<file path="config.mk">
export PLATFORM = sky130hd
export DESIGN_NAME = pipe_ctrl
export DESIGN_NICKNAME = d
export VERILOG_FILES = /design/src/rtl/pipe_ctrl_pkg.sv /design/src/rtl/pipe_ctrl_prio_enc.sv /design/src/rtl/pipe_ctrl.sv
export SDC_FILE = /design/constraint.sdc
export NUM_CORES = 1
export LEC_CHECK = 0
export CORE_ASPECT_RATIO = 1.5
export CORE_UTILIZATION = 35
export DETAILED_ROUTE_END_ITERATION = 6
export PLACE_DENSITY = 0.75
export SYNTH_ARGS = -nofsm -noshare
export SYNTH_HDL_FRONTEND = slang
export SYNTH_HIERARCHICAL = 1
export SYNTH_SLANG_ARGS = --single-unit
</file>
<file path="constraint.sdc">
create_clock -name clk -period 4.65 [get_ports clk]
set_input_delay 0.465 -clock clk [delete_from_list [all_inputs] [get_ports clk]]
set_output_delay 0.465 -clock clk [all_outputs]
set_load 0.005 [all_outputs]
</file>
<file path="src/rtl/pipe_ctrl_pkg.sv">
// Shared definitions for the pipeline control unit.
//   pc_state_e : redirect FSM encoding (PC_IDLE, PC_REDIR)
//   STG_*      : stage index constants for a 5-stage pipeline (PC=0 .. WB=5)
package pipe_ctrl_pkg;

    typedef enum logic {
        PC_IDLE  = 1'b0,
        PC_REDIR = 1'b1
    } pc_state_e;

    localparam int STG_PC  = 0;
    localparam int STG_IF  = 1;
    localparam int STG_ID  = 2;
    localparam int STG_EX  = 3;
    localparam int STG_MEM = 4;
    localparam int STG_WB  = 5;

endpackage

</file>
<file path="src/rtl/pipe_ctrl_prio_enc.sv">
// Priority encoder: reports the index of the highest set request bit.
// Ports:
//   req_i   [W]      request vector
//   valid_o          at least one request bit set
//   idx_o   [IDX_W]  index of the highest set bit (0 when none)
module pipe_ctrl_prio_enc
    import pipe_ctrl_pkg::*;
#(
    parameter int W     = 5,
    parameter int IDX_W = (W > 1) ? $clog2(W) : 1
) (
    input  logic [W-1:0]     req_i,
    output logic             valid_o,
    output logic [IDX_W-1:0] idx_o
);

    always_comb begin
        valid_o = |req_i;
        idx_o   = '0;
        // Ascending scan with last-wins yields the highest set bit.
        for (int i = 0; i < W; i++) begin
            if (req_i[i]) idx_o = IDX_W'(i);
        end
    end

endmodule

</file>
<file path="src/rtl/pipe_ctrl.sv">
// Pipeline control unit for an NSTAGE in-order pipeline (PC=0, IF=1 .. WB=NSTAGE).
// Merges per-stage stall/flush requests (oldest stage wins), registers the
// redirect target and hands it to fetch over a valid/ready handshake, and
// flags stalls that persist for STALL_TIMEOUT cycles.
// Optional build macro: PIPE_CTRL_PERF_EN adds stall_cycles_o / flush_count_o.
// Ports:
//   clk, rst (async, active-low)
//   stallreq_i[NSTAGE], flushreq_i[NSTAGE], flush_addr_i[NSTAGE*ADDR_W]
//   stall_o[NSTAGE+1], flush_o[NSTAGE+1]
//   redirect_valid_o, redirect_addr_o[ADDR_W], redirect_ready_i
//   stall_timeout_o (sticky)
//   stall_cycles_o, flush_count_o [CNT_W] (PIPE_CTRL_PERF_EN only)
//
// state    | meaning
// PC_IDLE  | no redirect pending
// PC_REDIR | redirect_addr_o presented to fetch, waiting for ready
module pipe_ctrl
    import pipe_ctrl_pkg::*;
#(
    parameter int NSTAGE        = 5,
    parameter int ADDR_W        = 32,
    parameter int STALL_TIMEOUT = 64,
    parameter int CNT_W         = 32
) (
    input  logic                     clk,
    input  logic                     rst,
    input  logic [NSTAGE-1:0]        stallreq_i,
    input  logic [NSTAGE-1:0]        flushreq_i,
    input  logic [NSTAGE*ADDR_W-1:0] flush_addr_i,
    output logic [NSTAGE:0]          stall_o,
    output logic [NSTAGE:0]          flush_o,
    output logic                     redirect_valid_o,
    output logic [ADDR_W-1:0]        redirect_addr_o,
    input  logic                     redirect_ready_i,
`ifdef PIPE_CTRL_PERF_EN
    output logic [CNT_W-1:0]         stall_cycles_o,
    output logic [CNT_W-1:0]         flush_count_o,
`endif
    output logic                     stall_timeout_o
);

    localparam int IDX_W  = $clog2(NSTAGE);
    localparam int TO_W   = (STALL_TIMEOUT > 0) ? $clog2(STALL_TIMEOUT + 1) : 1;
    localparam logic [TO_W-1:0] TO_MAX = TO_W'(STALL_TIMEOUT);

    logic             st_valid, fl_valid;
    logic [IDX_W-1:0] st_idx, fl_idx;
    int               st_stage, fl_stage;
    logic             flush_acc;
    logic             stall_any;
    logic [NSTAGE:0]  stall_vec, flush_vec;

    pc_state_e         state_q;
    logic              redirect_valid_q;
    logic [ADDR_W-1:0] redirect_addr_q;
    logic [TO_W-1:0]   cnt_q, cnt_d;
    logic              timeout_q;
    logic              to_hit;

    pipe_ctrl_prio_enc #(.W(NSTAGE), .IDX_W(IDX_W)) u_stall_enc (
        .req_i   (stallreq_i),
        .valid_o (st_valid),
        .idx_o   (st_idx)
    );

    pipe_ctrl_prio_enc #(.W(NSTAGE), .IDX_W(IDX_W)) u_flush_enc (
        .req_i   (flushreq_i),
        .valid_o (fl_valid),
        .idx_o   (fl_idx)
    );

    // Request bit s-1 belongs to stage s.
    assign st_stage = int'(st_idx) + 1;
    assign fl_stage = int'(fl_idx) + 1;

    // A stall at or beyond the flushing stage wins; the held stage re-presents its flush later.
    assign flush_acc = fl_valid && !(st_valid && (st_stage >= fl_stage));

    always_comb begin
        stall_vec = '0;
        flush_vec = '0;
        if (flush_acc) begin
            stall_vec[STG_PC] = 1'b1;
            for (int k = 1; k <= NSTAGE; k++) begin
                if (k < fl_stage) flush_vec[k] = 1'b1;
            end
        end else if (st_valid) begin
            for (int k = 0; k <= NSTAGE; k++) begin
                if (k <= st_stage)     stall_vec[k] = 1'b1;
                if (k == st_stage + 1) flush_vec[k] = 1'b1;
            end
        end
        if (state_q == PC_REDIR) begin
            flush_vec[STG_IF] = 1'b1;
            // PC is released only on a clean handshake so it can load the new address.
            if (!(redirect_ready_i && !flush_acc)) stall_vec[STG_PC] = 1'b1;
        end
    end

    assign stall_any = |stall_vec[NSTAGE:1];

    always_comb begin
        cnt_d = '0;
        if (stall_any) cnt_d = (cnt_q == TO_MAX) ? cnt_q : cnt_q + TO_W'(1);
    end

    assign to_hit = (STALL_TIMEOUT != 0) && (cnt_d == TO_MAX);

    always_ff @(posedge clk or negedge rst) begin
        if (!rst) begin
            state_q          <= PC_IDLE;
            redirect_valid_q <= 1'b0;
            redirect_addr_q  <= '0;
            cnt_q            <= '0;
            timeout_q        <= 1'b0;
        end else begin
            cnt_q <= cnt_d;
            if (to_hit) timeout_q <= 1'b1;
            if (flush_acc) begin
                state_q          <= PC_REDIR;
                redirect_valid_q <= 1'b1;
                redirect_addr_q  <= flush_addr_i[fl_idx*ADDR_W +: ADDR_W];
            end else if (state_q == PC_REDIR && redirect_ready_i) begin
                state_q          <= PC_IDLE;
                redirect_valid_q <= 1'b0;
            end
        end
    end

`ifdef PIPE_CTRL_PERF_EN
    logic [CNT_W-1:0] stall_cycles_q, flush_count_q;

    always_ff @(posedge clk or negedge rst) begin
        if (!rst) begin
            stall_cycles_q <= '0;
            flush_count_q  <= '0;
        end else begin
            if (stall_vec[STG_IF]) stall_cycles_q <= stall_cycles_q + CNT_W'(1);
            if (flush_acc)         flush_count_q  <= flush_count_q + CNT_W'(1);
        end
    end

    assign stall_cycles_o = stall_cycles_q;
    assign flush_count_o  = flush_count_q;
`endif

    assign stall_o          = stall_vec;
    assign flush_o          = flush_vec;
    assign redirect_valid_o = redirect_valid_q;
    assign redirect_addr_o  = redirect_addr_q;
    assign stall_timeout_o  = timeout_q;

endmodule

</file>
## Word-level counts from Yosys, hierarchy flattened

Cells that the tools add are included.

| operators by class | value |
|---|---|
| order comparisons | 12 |
| equality and inequality tests | 7 |
| shift operators | 1 |
| reductions and logical operators | 11 |
| mux-type cells | 38 |
| $add $sub $neg | 4 |

Operators by type and width:

| cell | number |
|---|---|
| $shiftx 160x9->32 | 1 |
| $eq 3x32->1 const A | 2 |
| $eq 2x32->1 const A | 1 |
| $eq 4x32->1 const A | 1 |
| $logic_not 32->1 | 1 |
| $mux 1 | 26 |
| $reduce_or 5->1 | 3 |
| $eq 7x7->1 const B | 2 |
| $mux 7 | 2 |
| $mux 6 | 2 |
| $mux 5 | 2 |
| $add 3x1->4 const B | 2 |
| $le 1x4->1 const A | 2 |
| $le 2x4->1 const A | 2 |
| $le 3x4->1 const A | 2 |
| $lt 2x4->1 const A | 2 |
| $lt 3x4->1 const A | 2 |
| $mux 2 | 4 |
| $add 7x1->7 const B | 1 |
| $mux 3 | 2 |
| $add 4x1->5 const B | 1 |
| $eq 3x5->1 const A | 1 |
| $ge 4x4->1 | 1 |
| $logic_and 1x1->1 | 4 |
| other kinds (3) | 4 |

| word-level totals | value |
|---|---|
| input port bits | 173 |
| register bits after elaboration | 41 |
| word-level logic and storage cells | 77 |
| output and inout port bits | 46 |

## Depth between registers and ports, before layout

| depth | value |
|---|---|
| depth after elaboration | 13 |
| mapped depth | 13 |
| mapped depth without buffers | 9 |

## Cells and area by module

The synthesis kept the hierarchy.

Modules (own cells, without submodules):

| module | times used | sequential area each (µm²) | cells an instance | area each (µm²) |
|---|---|---|---|---|
| pipe_ctrl | 1 | 1026.0 | 349 | 3648.5 |
| pipe_ctrl_prio_enc | 2 | 0.0 | 8 | 42.5 |

## Worst setup path before layout

Ideal clock, no wire load.

| timing path | value |
|---|---|
| kind | input port to output port |
| start point | in flushreq_i[2] |
| end point | out flush_o[4] |
| setup slack | 1081 ps |
| buffers on the path | 4 |
| arrival | 3104 ps |
| cell stages on the path | 13 |
| path through | nand2b_1 a21oi_2 buf_2 buf_2 inv_1 ha_1 ha_1 a21oi_1 maj3_2 o21a_1 buf_6 buf_12 mux2_4 |

| on the way | value |
|---|---|
| cells in the longest elaborated chain, start to end | 9 |
| elaborated cells on any way between the ends | 12 |
| classes of those cells | add/sub (1); order compare (2); mux (5); reduce/logical (4) |

Ends and longest elaborated chain:

| element | RTL line | text |
|---|---|---|
| start, declared | pipe_ctrl.sv:28 | `input logic [NSTAGE-1:0] flushreq_i,` |
| $mux 2 (*) (2 in a row) | pipe_ctrl_prio_enc.sv:22 | `if (req_i[i]) idx_o = IDX_W'(i);` |
| $mux 3 (*) | pipe_ctrl_prio_enc.sv:22 |  |
| net fl_idx[0] | pipe_ctrl.sv:47 | `logic [IDX_W-1:0] st_idx, fl_idx;` |
| $add 3x1->4 (*) | pipe_ctrl.sv:74 | `assign fl_stage = int'(fl_idx) + 1;` |
| $ge 4x4->1 | pipe_ctrl.sv:77 | `assign flush_acc = fl_valid && !(st_valid && (st_stage >= fl_stage));` |
| $logic_and 1x1->1 | pipe_ctrl.sv:77 |  |
| $logic_not 1->1 | pipe_ctrl.sv:77 |  |
| $logic_and 1x1->1 | pipe_ctrl.sv:77 |  |
| $mux 5 (*) | pipe_ctrl.sv:82 | `if (flush_acc) begin` |
| end, declared | pipe_ctrl.sv:31 | `output logic [NSTAGE:0] flush_o,` |

Mark *: on every way through the listed nets, which the timed path passes. The rest lies on a longest branch.

## Worst setup path after layout

| timing path | value |
|---|---|
| start point | in stallreq_i[2] |
| end point | out flush_o[3] |

| on the way | value |
|---|---|
| cells in the longest elaborated chain, start to end | 9 |
| elaborated cells on any way between the ends | 14 |
| classes of those cells | add/sub (2); order compare (1); eq/ne (1); mux (6); reduce/logical (4) |

Ends and longest elaborated chain:

| element | RTL line | text |
|---|---|---|
| start, declared | pipe_ctrl.sv:27 | `input logic [NSTAGE-1:0] stallreq_i,` |
| $mux 2 (*) (2 in a row) | pipe_ctrl_prio_enc.sv:22 |  |
| $mux 3 (*) | pipe_ctrl_prio_enc.sv:22 |  |
| net st_idx[0] | pipe_ctrl.sv:47 |  |
| $add 3x1->4 (*) | pipe_ctrl.sv:73 | `assign st_stage = int'(st_idx) + 1;` |
| $add 4x1->5 / $ge 4x4->1 (equally long branches) | pipe_ctrl.sv:90, pipe_ctrl.sv:77 |  |
| $eq 3x32->1 / $logic_and 1x1->1 (equally long branches) | pipe_ctrl.sv:90, pipe_ctrl.sv:77 |  |
| $mux 1 / $logic_not 1->1 (equally long branches) | pipe_ctrl.sv:90, pipe_ctrl.sv:77 |  |
| $mux 6 / $logic_and 1x1->1 (equally long branches) | pipe_ctrl.sv:87, pipe_ctrl.sv:77 |  |
| $mux 5 (*) | pipe_ctrl.sv:82 |  |

Marked as above.

==> out/results.tsv <==
stage	metric	value	unit
layout	synthesis-to-finish area growth	65.6	%
clocking	clk_lat worst skew	0.28	ns
global_route	largest net degree at the start of global routing	42	
synth	syn avg cell area	10.2	µm²
clocking	htree depth	2	
detailed_routing	WL final	11900	µm
setup_path	WS Path Type	in -> out	
setup_path	Critical R2R Capture	stall_timeout_o	
layout	layout cells sized above 1	0.172	
synth	synth unique cells	50	
pwr	Max IR drop VDD	0.139	mV
detailed_routing	DRT iter0 DRCs	115	
place	GPL Wtd Cong	0.789	
layout	Antenna Cells	0	
clocking	Root Buffer	clkbuf_16	
layout	Nets	762	
place	Buffers on Ports	218	
floorplanning	initial core utilization	0.364	
synth	Async SR Flop Fraction	1.00	
synth	top_reg_cell synth	dfrtp_1	
global_route	Total GRT Usage	0.222	
timing	final hold violation count	0	
synth	Netlist Area Pre-Place	3730	µm²
synth	number of synthesized flops with an enable pin	0	
detailed_routing	Detailed Routing Iterations Pass 1	5	
synth	register bit total from synthesis	41	
timing	Max Slew Vio Count	0	
floorplanning	Die ar.	11100	µm²
clocking	CTS Hold Bufs	0	
setup_path	Worst setup EP type	primary output	
run	max_cap viols	0	
timing	Worst Skew	0.00225	ns
timing	Worst-Margin Slew	0.946	ns
setup_path	CP Launch Type	input pin	
detailed_routing	via/cell ratio	5.01	
timing	Peak Freq	232	MHz
detailed_routing	DRC	0	
global_route	antenna violations before repair	0	
timing	Tmin final	4.31	ns
setup_path	reg2reg start	cnt_q[0]	
setup_path	WP data required	4.18	ns
pwr	LEAKAGE	2.62	nW
min_path	worst min path class	in -> async	
place	DPL Wire Length	9870	µm
setup_path	reg-to-reg setup timing slack	2.78	ns
place	Cells after DPL	709	
setup_path	CP max-delay cell	clkdlybuf4s50_1	
timing	RSZ-0062 raised after global routing	no	
synth	YS warnings	6	
timing	relative slew slack	0.370	
global_route	grt total ovfl	0	
clocking	clock sinks	41	
timing	Setup TNS Final	0	ns
floorplanning	Ports	219	
setup_path	critical-path cell list	clkdlybuf4s50_1 > nand2b_1 > a21oi_2 > inv_1 > ha_1 > ha_1 > a21oi_1 > maj3_2 > o21ai_0 > mux2i_1 > clkdlybuf4s50_1	
clocking	Worst-path clk slew	0.06	ns
timing	Final setup viols	0	
pwr	pwr dens	299	nW/µm²
clocking	cts bufs inserted	5	
floorplanning	Core Region	10200	µm²
global_route	first-pass GRT wire length	18800	µm
setup_path	worst reg2reg path depth	6	
run_status	status	completed	
synth	sequential share of the synthesized area	0.275	
floorplanning	die width	86.3	µm
clocking	Post-CTS Setup Bufs	0	
synth	Synthesized Nets	552	
floorplanning	Die Y	128	µm
clocking	clk buf depth	2	
layout	non-filler cells, final	717	
global_route	vias in the first global route	3833	
synth	post-synthesis cell count	365	
clocking	CTS tree	done	
setup_path	Worst EP arrival	3.84	ns
timing	fin crit share	0.926	
detailed_routing	post-route ant nets	0	
layout	most frequent cells in the layout	216 x clkdlybuf4s50_1, 45 x inv_1, 41 x nand2_1, 41 x dfrtp_1, 39 x o21ai_0	
setup_path	Max Fanout on Critical Path	8	
setup_path	CP peak stage delay	0.52	ns
detailed_routing	Via Count	3591	
layout	most common cell after layout, fill and taps aside	clkdlybuf4s50_1	
detailed_routing	wire per inst	16.6	µm
floorplanning	cell row count	45	
clocking	post-CTS sizing	0	
## where the power goes
part,leakage [nW],internal (mW),switching [mW]
Sequential,0.515,0.457,0.0711
Combinational,2.01,0.568,0.304
Clock,0.0938,0.307,0.142
Total,2.62,1.33,0.517
## metrics by stage
stage	util	power (mW)	hold WS, ns	cell area [µm²]	worst slack, ns
after global placement	0.585	1.39	0.466	5990	0.461
after floorplan	-	0.961	0.169	3730	1.08
after CTS	0.603	1.87	0.375	6180	0.360
after detailed placement	0.585	1.41	0.456	5990	0.382
after global routing	0.603	1.95	0.410	6180	0.105
final	0.603	1.85	0.320	6180	0.343
## layout make-up
class                   count  area [µm²]
multi-input cells         254        2370
clock buffers               5         125
inverters                  45         169
repair buffers            228        2250
well taps                 141         176
clock inverters             3        65.1
fillers                   915        4060
flip-flops and latches     41        1030
## kinds of logic after synthesis
group                      after synthesis  synth area share
DFF                                     41             0.275
AOI/OAI and AO/OA                       66             0.101
xor gates and xnor gates                 9            0.0312
adders and majority gates               15            0.0499
buffers and inverters                   70            0.0948
and+or+nand+nor                         96             0.119
muxes                                   68             0.329
## how the worst max path moves through the flow
stage          slack (ns)          start         end  depth (start not counted)
2_1_floorplan        1.08  flushreq_i[2]  flush_o[4]                         13
3_3_place_gp         0.46  stallreq_i[2]  flush_o[3]                         11
3_5_place_dp         0.38  stallreq_i[2]  flush_o[2]                         11
4_1_cts              0.36  stallreq_i[2]  flush_o[3]                         11
5_1_grt              0.10  stallreq_i[2]  flush_o[3]                         11
6_report             0.34  stallreq_i[2]  flush_o[3]                         11
## Yosys cell counts, types with 5 or more instances
cell type	number	area, µm²
inv_1	45	169
dfrtp_1	41	1030
nand2_1	41	154
o21ai_0	39	195
mux4_2	32	721
mux2_4	28	420
nor2_1	21	78.8
ha_1	14	175
a21oi_1	11	55.1
clkbuf_1	10	37.5
nand3_1	7	35.0
mux2_2	6	67.6
nor3_1	5	25.0
## sequential cells by signal (all words and copies together) (netlist names)
name	flops
redirect_valid_o	1
redirect_addr_o	32
cnt_q	7
stall_timeout_o	1
## layer usage
metal / vias to the layer above / global-route usage / share of wire
li1: 1705 / - / -
met1: 1712 / 0.235 / 0.36
met2: 156 / 0.429 / 0.55
met3: 18 / 0.0449 / 0.056
met4: 0 / 0.0735 / 0.028
met5: - / 0 / 0
## worst max-delay path: cells and delay by family
| kind | cells | cell delay [ns] |
|---|---|---|
| compound gates | 3 | 0.81 |
| mux | 1 | 0.25 |
| simple gates | 1 | 0.16 |
| fa+ha+maj | 3 | 1.02 |
| buf+inv | 3 | 1.13 |
(Power assumes the default switching activity.)
